**src/rtl/gcounter_ctrl_if.sv**
```systemverilog
// Control and counter-side signal bundle for gcounter_ctrl.
// master drives requests and the counter's Gray value; slave is the controller.
interface gcounter_ctrl_if #(
  parameter int unsigned W  = 4,
  parameter int unsigned PW = 8
);
  logic          start_i;
  logic          stop_i;
  logic [1:0]    mode_i;
  logic [W-1:0]  target_i;
  logic [PW-1:0] div_i;
  logic [W-1:0]  gray_i;
  logic          cnt_rst_n_o;
  logic          cnt_en_o;
  logic          busy_o;
  logic          done_o;
  logic          hit_o;
  logic [7:0]    hit_cnt_o;
  logic [W-1:0]  bin_o;

  modport master (
    output start_i, stop_i, mode_i, target_i, div_i, gray_i,
    input  cnt_rst_n_o, cnt_en_o, busy_o, done_o, hit_o, hit_cnt_o, bin_o
  );

  modport slave (
    input  start_i, stop_i, mode_i, target_i, div_i, gray_i,
    output cnt_rst_n_o, cnt_en_o, busy_o, done_o, hit_o, hit_cnt_o, bin_o
  );
endinterface

```
**src/rtl/gcounter_ctrl.sv**
```systemverilog
// Run controller for a W-bit Gray counter: clear, prescaled enable pulses,
// Gray-to-binary decode and terminal-count detection in three run modes.
module gcounter_ctrl #(
  parameter int unsigned W  = 4,
  parameter int unsigned PW = 8
) (
  input  logic           clk_i,
  input  logic           rst_i,
  gcounter_ctrl_if.slave bus
);

  localparam int unsigned HW     = 8;
  localparam logic [1:0]  M_CONT = 2'b01;
  localparam logic [1:0]  M_STEP = 2'b10;

  typedef enum logic [2:0] {
    S_IDLE,
    S_CLEAR,
    S_RUN,
    S_PULSE,
    S_CHECK,
    S_DONE
  } state_e;

  state_e        state_q, state_d;
  logic [1:0]    mode_q, mode_d;
  logic [W-1:0]  target_q, target_d;
  logic [PW-1:0] div_q, div_d;
  logic [PW-1:0] presc_q, presc_d;
  logic          cnt_rst_n_q, cnt_rst_n_d;
  logic          cnt_en_q, cnt_en_d;
  logic          busy_q, busy_d;
  logic          done_q, done_d;
  logic          hit_q, hit_d;
  logic [HW-1:0] hit_cnt_q, hit_cnt_d;
  logic [W-1:0]  bin_q, bin_d;
  logic [W-1:0]  dec;
  logic          match;

  function automatic logic [W-1:0] gray2bin(input logic [W-1:0] g);
    logic [W-1:0] b;
    b[W-1] = g[W-1];
    for (int i = int'(W) - 2; i >= 0; i--) begin
      b[i] = b[i+1] ^ g[i];
    end
    return b;
  endfunction

  assign dec   = gray2bin(bus.gray_i);
  assign match = (dec == target_q);

  // State register and registered outputs
  always_ff @(posedge clk_i or posedge rst_i) begin
    if (rst_i) begin
      state_q     <= S_IDLE;
      mode_q      <= 2'b00;
      target_q    <= '0;
      div_q       <= '0;
      presc_q     <= '0;
      cnt_rst_n_q <= 1'b0;
      cnt_en_q    <= 1'b0;
      busy_q      <= 1'b0;
      done_q      <= 1'b0;
      hit_q       <= 1'b0;
      hit_cnt_q   <= '0;
      bin_q       <= '0;
    end else begin
      state_q     <= state_d;
      mode_q      <= mode_d;
      target_q    <= target_d;
      div_q       <= div_d;
      presc_q     <= presc_d;
      cnt_rst_n_q <= cnt_rst_n_d;
      cnt_en_q    <= cnt_en_d;
      busy_q      <= busy_d;
      done_q      <= done_d;
      hit_q       <= hit_d;
      hit_cnt_q   <= hit_cnt_d;
      bin_q       <= bin_d;
    end
  end

  // Next-state and next-output logic
  always_comb begin
    state_d   = state_q;
    mode_d    = mode_q;
    target_d  = target_q;
    div_d     = div_q;
    presc_d   = presc_q;
    hit_d     = 1'b0;
    hit_cnt_d = hit_cnt_q;
    bin_d     = bin_q;

    unique case (state_q)
      S_IDLE: begin
        if (bus.start_i && !bus.stop_i) begin
          mode_d   = bus.mode_i;
          target_d = bus.target_i;
          div_d    = bus.div_i;
          if (bus.mode_i == M_STEP) begin
            state_d = S_RUN;
            presc_d = bus.div_i;
          end else begin
            state_d = S_CLEAR;
          end
        end
      end
      S_CLEAR: begin
        state_d   = S_CHECK;
        hit_cnt_d = '0;
      end
      S_RUN: begin
        if (presc_q == '0) begin
          state_d = S_PULSE;
        end else begin
          presc_d = presc_q - PW'(1);
        end
      end
      S_PULSE: begin
        state_d = S_CHECK;
      end
      S_CHECK: begin
        bin_d = dec;
        if (mode_q == M_STEP) begin
          state_d = S_DONE;
        end else if (mode_q == M_CONT) begin
          state_d = S_RUN;
          presc_d = div_q;
          if (match) begin
            hit_d = 1'b1;
            if (hit_cnt_q != {HW{1'b1}}) begin
              hit_cnt_d = hit_cnt_q + HW'(1);
            end
          end
        end else if (match) begin
          state_d = S_DONE;
        end else begin
          state_d = S_RUN;
          presc_d = div_q;
        end
      end
      S_DONE: begin
        state_d = S_IDLE;
      end
      default: begin
        state_d = S_IDLE;
      end
    endcase

    // Abort wins over every transition; the counter is left untouched
    if (state_q != S_IDLE && bus.stop_i) begin
      state_d   = S_IDLE;
      hit_d     = 1'b0;
      hit_cnt_d = hit_cnt_q;
    end

    busy_d      = (state_d != S_IDLE);
    cnt_en_d    = (state_d == S_PULSE);
    cnt_rst_n_d = (state_d != S_CLEAR);
    done_d      = (state_d == S_DONE);
  end

  assign bus.cnt_rst_n_o = cnt_rst_n_q;
  assign bus.cnt_en_o    = cnt_en_q;
  assign bus.busy_o      = busy_q;
  assign bus.done_o      = done_q;
  assign bus.hit_o       = hit_q;
  assign bus.hit_cnt_o   = hit_cnt_q;
  assign bus.bin_o       = bin_q;

endmodule

```
**src/flat_wrapper.sv**
```systemverilog
// flat-port wrapper written by rule: the top's interface ports become plain ports
module gcounter_ctrl_flat 
#(
  parameter int unsigned W  = 4,
  parameter int unsigned PW = 8
)
  (clk_i, rst_i, bus_start_i, bus_stop_i, bus_mode_i, bus_target_i, bus_div_i, bus_gray_i, bus_cnt_rst_n_o, bus_cnt_en_o, bus_busy_o, bus_done_o, bus_hit_o, bus_hit_cnt_o, bus_bin_o);
  gcounter_ctrl_if #(.W(W), .PW(PW)) bus_i ();
  input  logic clk_i;
  input  logic rst_i;
  input wire logic [$bits(bus_i.start_i)-1:0] bus_start_i;
  input wire logic [$bits(bus_i.stop_i)-1:0] bus_stop_i;
  input wire logic [$bits(bus_i.mode_i)-1:0] bus_mode_i;
  input wire logic [$bits(bus_i.target_i)-1:0] bus_target_i;
  input wire logic [$bits(bus_i.div_i)-1:0] bus_div_i;
  input wire logic [$bits(bus_i.gray_i)-1:0] bus_gray_i;
  output wire logic [$bits(bus_i.cnt_rst_n_o)-1:0] bus_cnt_rst_n_o;
  output wire logic [$bits(bus_i.cnt_en_o)-1:0] bus_cnt_en_o;
  output wire logic [$bits(bus_i.busy_o)-1:0] bus_busy_o;
  output wire logic [$bits(bus_i.done_o)-1:0] bus_done_o;
  output wire logic [$bits(bus_i.hit_o)-1:0] bus_hit_o;
  output wire logic [$bits(bus_i.hit_cnt_o)-1:0] bus_hit_cnt_o;
  output wire logic [$bits(bus_i.bin_o)-1:0] bus_bin_o;
  assign bus_i.start_i = bus_start_i;
  assign bus_i.stop_i = bus_stop_i;
  assign bus_i.mode_i = bus_mode_i;
  assign bus_i.target_i = bus_target_i;
  assign bus_i.div_i = bus_div_i;
  assign bus_i.gray_i = bus_gray_i;
  assign bus_cnt_rst_n_o = bus_i.cnt_rst_n_o;
  assign bus_cnt_en_o = bus_i.cnt_en_o;
  assign bus_busy_o = bus_i.busy_o;
  assign bus_done_o = bus_i.done_o;
  assign bus_hit_o = bus_i.hit_o;
  assign bus_hit_cnt_o = bus_i.hit_cnt_o;
  assign bus_bin_o = bus_i.bin_o;
  gcounter_ctrl #(.W(W), .PW(PW)) u_core (.clk_i(clk_i), .rst_i(rst_i), .bus(bus_i));
endmodule
```
**config.mk**
```make
export PLATFORM = sky130hd
export DESIGN_NAME = gcounter_ctrl_flat
export DESIGN_NICKNAME = d
export VERILOG_FILES = /design/src/rtl/gcounter_ctrl_if.sv /design/src/rtl/gcounter_ctrl.sv /design/src/flat_wrapper.sv
export SDC_FILE = /design/constraint.sdc
export NUM_CORES = 1
export LEC_CHECK = 0
export BUFFER_PORTS_ARGS = -buffer_cell sky130_fd_sc_hd__buf_4
export CAP_MARGIN = 20
export CORE_MARGIN = 2
export CORE_UTILIZATION = 52
export CTS_CLUSTER_DIAMETER = 40
export DETAILED_ROUTE_END_ITERATION = 12
export GPL_TIMING_DRIVEN = 1
export PLACE_DENSITY = 0.75
export RECOVER_POWER = 25
export SLEW_MARGIN = 20
export SYNTH_ARGS = -nofsm -noshare
export SYNTH_HDL_FRONTEND = slang
export SYNTH_SLANG_ARGS = --single-unit
```
**constraint.sdc**
```tcl
create_clock -name clk_i -period 2.5 [get_ports clk_i]
set_clock_uncertainty 0.1 [all_clocks]
set_input_delay 0.125 -clock clk_i [delete_from_list [all_inputs] [get_ports clk_i]]
set_output_delay 0.125 -clock clk_i [all_outputs]
set_load 0.02 [all_outputs]
```
==> results.py <==
metrics = {
    "critical_path": {
        "ff2ff_path_depth": 7,
        "cpPeakStageDelay_ps": 540,
        "path_cells": "dlygate4sd3_1, buf_4, xnor2_4, xnor3_1, o41ai_2, maj3_4, o21ai_4, mux2_4",
        "slowest_stage": "dlygate4sd3_1",
        "worst_setup_path_end_kind": "flop",
        "crit_required_ps": 2590,
        "startpoint_type": "primary input",
        "critical_path_class": "primary input to flop",
        "critPathArrivalTime_ps": 2480,
        "path_max_fanout": 8,
    },
    "yosys": {
        "syn_nets": 242,
        "syn_inst": 217,
        "synth.avg_cell_area_um2": 10.7,
        "syn-cell-area_um2": 2330,
        "synth-edff-count": 0,
        "ys_dominant_reg_cell": "dfrtp_1",
        "yosysUniqueCellTypes": 62,
        "ys_seq_area_share_pct": 45.1,
        "ys_async_sr_fraction_pct": 100,
        "synth_seq_cells": 42,
        "synth_warnings": 0,
    },
    "power_and_ir_drop": {
        "comb_power_share_pct": 42.2,
        "switchingPower_mw": 1.04,
        "internal_power_mw": 1.79,
        "switching_share_pct": 36.8,
        "power_frac_clock_pct": 19.0,
        "power_density_nw_per_um2": 937,
        "p_leak_nw": 1.37,
        "vdd_drop_max_mv": 0.608,
        "seq_power_share_pct": 38.9,
    },
    "flow_run": {
        "drv_cap": 0,
    },
    "cells_and_area": {
        "finish.utilization_pct": 69.9,
        "fillers": 353,
        "final_layout_size_suffix_gt1_share_pct": 29.1,
        "area_growth_pct": 29.8,
        "final_cell_count_no_fill": 337,
        "final_common_cell": "dfrtp_1",
        "fin_nets": 309,
        "antenna_cells": 0,
        "final_cell_mix": "42 x dfrtp_1, 39 x buf_4, 20 x nand2_1",
        "design_area_um2": 3020,
    },
    "placed_design": {
        "dp_cells": 312,
        "hpwl_um": 3640,
        "gp_congestion": 0.863,
        "dpl_cell_area_um2": 2750,
        "port_buffers": 38,
    },
    "outcome": {
        "run_status": "finished, final reports clean",
    },
    "floorplan": {
        "ios": 39,
        "core_um2": 4320,
        "die_area_um2": 5030,
        "die_width_um": 70.9,
        "row_count": 24,
        "die_h_um": 70.9,
        "start_util_pct": 53.9,
    },
    "sta": {
        "fin_setup_tns_ps": 0,
        "period_needed_ps": 2390,
        "fmax_mhz": 419,
        "post-route-period-util_pct": 95.6,
        "hold_viol_final": 0,
        "slew_headroom_pct": 55.1,
        "timing.hold.ws_ps": 56.0,
        "drv_slew": 0,
        "rsz0062_at_grt": "no",
        "max_slew.worst_pin.slew_ps": 672,
        "setup_viol": 0,
    },
    "clock_network": {
        "cts_buffers": 5,
        "post-cts-setup-buffer-count": 0,
        "cts_tree": "built",
        "cts_num_sinks": 42,
        "clockBufferDepth": 2,
        "cts_max_level": 2,
        "clkLatencyLatePin_ps": 300,
        "root_buffer": "clkbuf_8",
        "clkTransAtPathRegs_ps": 80,
    },
    "grt": {
        "grt_pass1_wl_um": 8580,
        "grt_overflow": 0,
        "grt_use_total_pct": 22.1,
        "first_global_vias": 1771,
        "grt_max_degree": 19,
        "antenna_found_initial": 0,
    },
    "route": {
        "drt_iter0_drc": 95,
        "viasPerCell": 5.61,
        "drc": 0,
        "vias": 1889,
        "wl_per_cell_um": 15.3,
        "drt_first_pass_iters": 4,
        "drtAntennaViolNets": 0,
        "wirelength_um": 5170,
    },
    "hold_path": {
        "holdPathStages": 4,
        "hold_path.class": "primary input to flop",
    },
}
flip-flops by register name (all words and copies together) (netlist names):
| signal | flops |
|---|---|
| u_core.bus.bin_o | 4 |
| u_core.bus.hit_cnt_o | 8 |
| u_core.bus.hit_o | 1 |
| u_core.presc_q | 8 |
| u_core.bus.busy_o | 1 |
| u_core.target_q | 4 |
| u_core.bus.done_o | 1 |
| u_core.state_q | 3 |
| u_core.bus.cnt_en_o | 1 |
| u_core.mode_q | 2 |
| u_core.bus.cnt_rst_n_o | 1 |
| u_core.div_q | 8 |
critical path: cells and delay by family:
family                   cells  cell delay, ps
XOR/XNOR                     2             530
AO/OA/AOI/OAI                2             390
buffers and inverters        2             710
adder cells (fa/ha/maj)      1             400
multiplexers                 1             330
stage by stage:
stage	power (mW)	setup slack [ps]
after floorplan	1.93	197
after global placement	2.26	188
after detailed placement	2.29	104
after CTS	2.85	8.92
after global routing	3.02	46.7
final	2.83	111
path summary, 6_finish.rpt:
path | from | endpoint | slack, ps
worst max-delay path | bus_gray_i[3] | u_core.presc_q[3] | 110
worst min-delay path | bus_gray_i[1] | u_core.bus.bin_o[1] | 60
worst max register to register | u_core.target_q[1] | u_core.bus.hit_cnt_o[5] | 190
worst min register to register | u_core.bus.bin_o[1] | u_core.bus.bin_o[1] | 370
max in group asynchronous | rst_i | u_core.div_q[6] | 1240
min in group asynchronous | rst_i | u_core.mode_q[1] | 370
Yosys cell counts (4+ instances only):
| cell type | instances | area share, % |
|---|---|---|
| a21oi_1 | 10 | 2.1 |
| a221oi_1 | 4 | 1.5 |
| clkbuf_1 | 5 | 0.81 |
| dfrtp_1 | 42 | 45 |
| inv_1 | 6 | 0.97 |
| mux2_2 | 13 | 6.3 |
| nand2_1 | 20 | 3.2 |
| nor2_1 | 19 | 3.1 |
| nor4_1 | 4 | 1.1 |
| nor4b_1 | 4 | 1.5 |
| o21ai_0 | 10 | 2.1 |
| o2bb2ai_1 | 4 | 1.5 |
| xnor2_1 | 6 | 2.3 |
repair_timing:
| action | 4_1_cts | 5_1_grt |
|---|---|---|
| hold buffers | 17 | 0 |
| setup endpoints to repair | 0 | 4 |
| resized for setup | 0 | 5 |
| endpoints found under the hold margin | 32 | 0 |
power groups by stage:
stage | Combinational, mW | Clock [mW] | Sequential [mW]
2_1_floorplan | 0.810 | 0 | 1.12
3_3_place_gp | 1.17 | 0 | 1.09
3_5_place_dp | 1.18 | 0 | 1.11
4_1_cts | 1.21 | 0.547 | 1.10
5_1_grt | 1.31 | 0.574 | 1.13
6_report | 1.20 | 0.538 | 1.10
routing by layer:
layer  part of all wire (%)  global-route usage [%]
met1                     46                    30.4
met2                     47                    34.5
met3                    4.5                    3.56
met4                    1.9                    10.1
met5                      0                       0
area by class of cell:
cell class                 count  area, um^2  share of cell area (%)
sequential                    42        1050                    34.8
inverter                       6        22.5                   0.745
clock inverter                 3        40.0                    1.32
multi-input combinational    159        1260                    41.6
timing repair buffer          70         519                    17.2
clock buffer                   5        68.8                    2.28
tap                           52        65.1                    2.15
cells by family after synthesis:
| kind of cell | Yosys count | share of synthesized area (%) |
|---|---|---|
| and+or+nand+nor | 79 | 20.0 |
| buffers and inverters | 16 | 3.33 |
| adders and majority gates | 4 | 2.20 |
| xor gates and xnor gates | 10 | 4.99 |
| DFF | 42 | 45.1 |
| AOI/OAI and AO/OA | 47 | 14.7 |
| muxes | 19 | 9.61 |
Note: power is estimated with default switching activity, not from simulation.
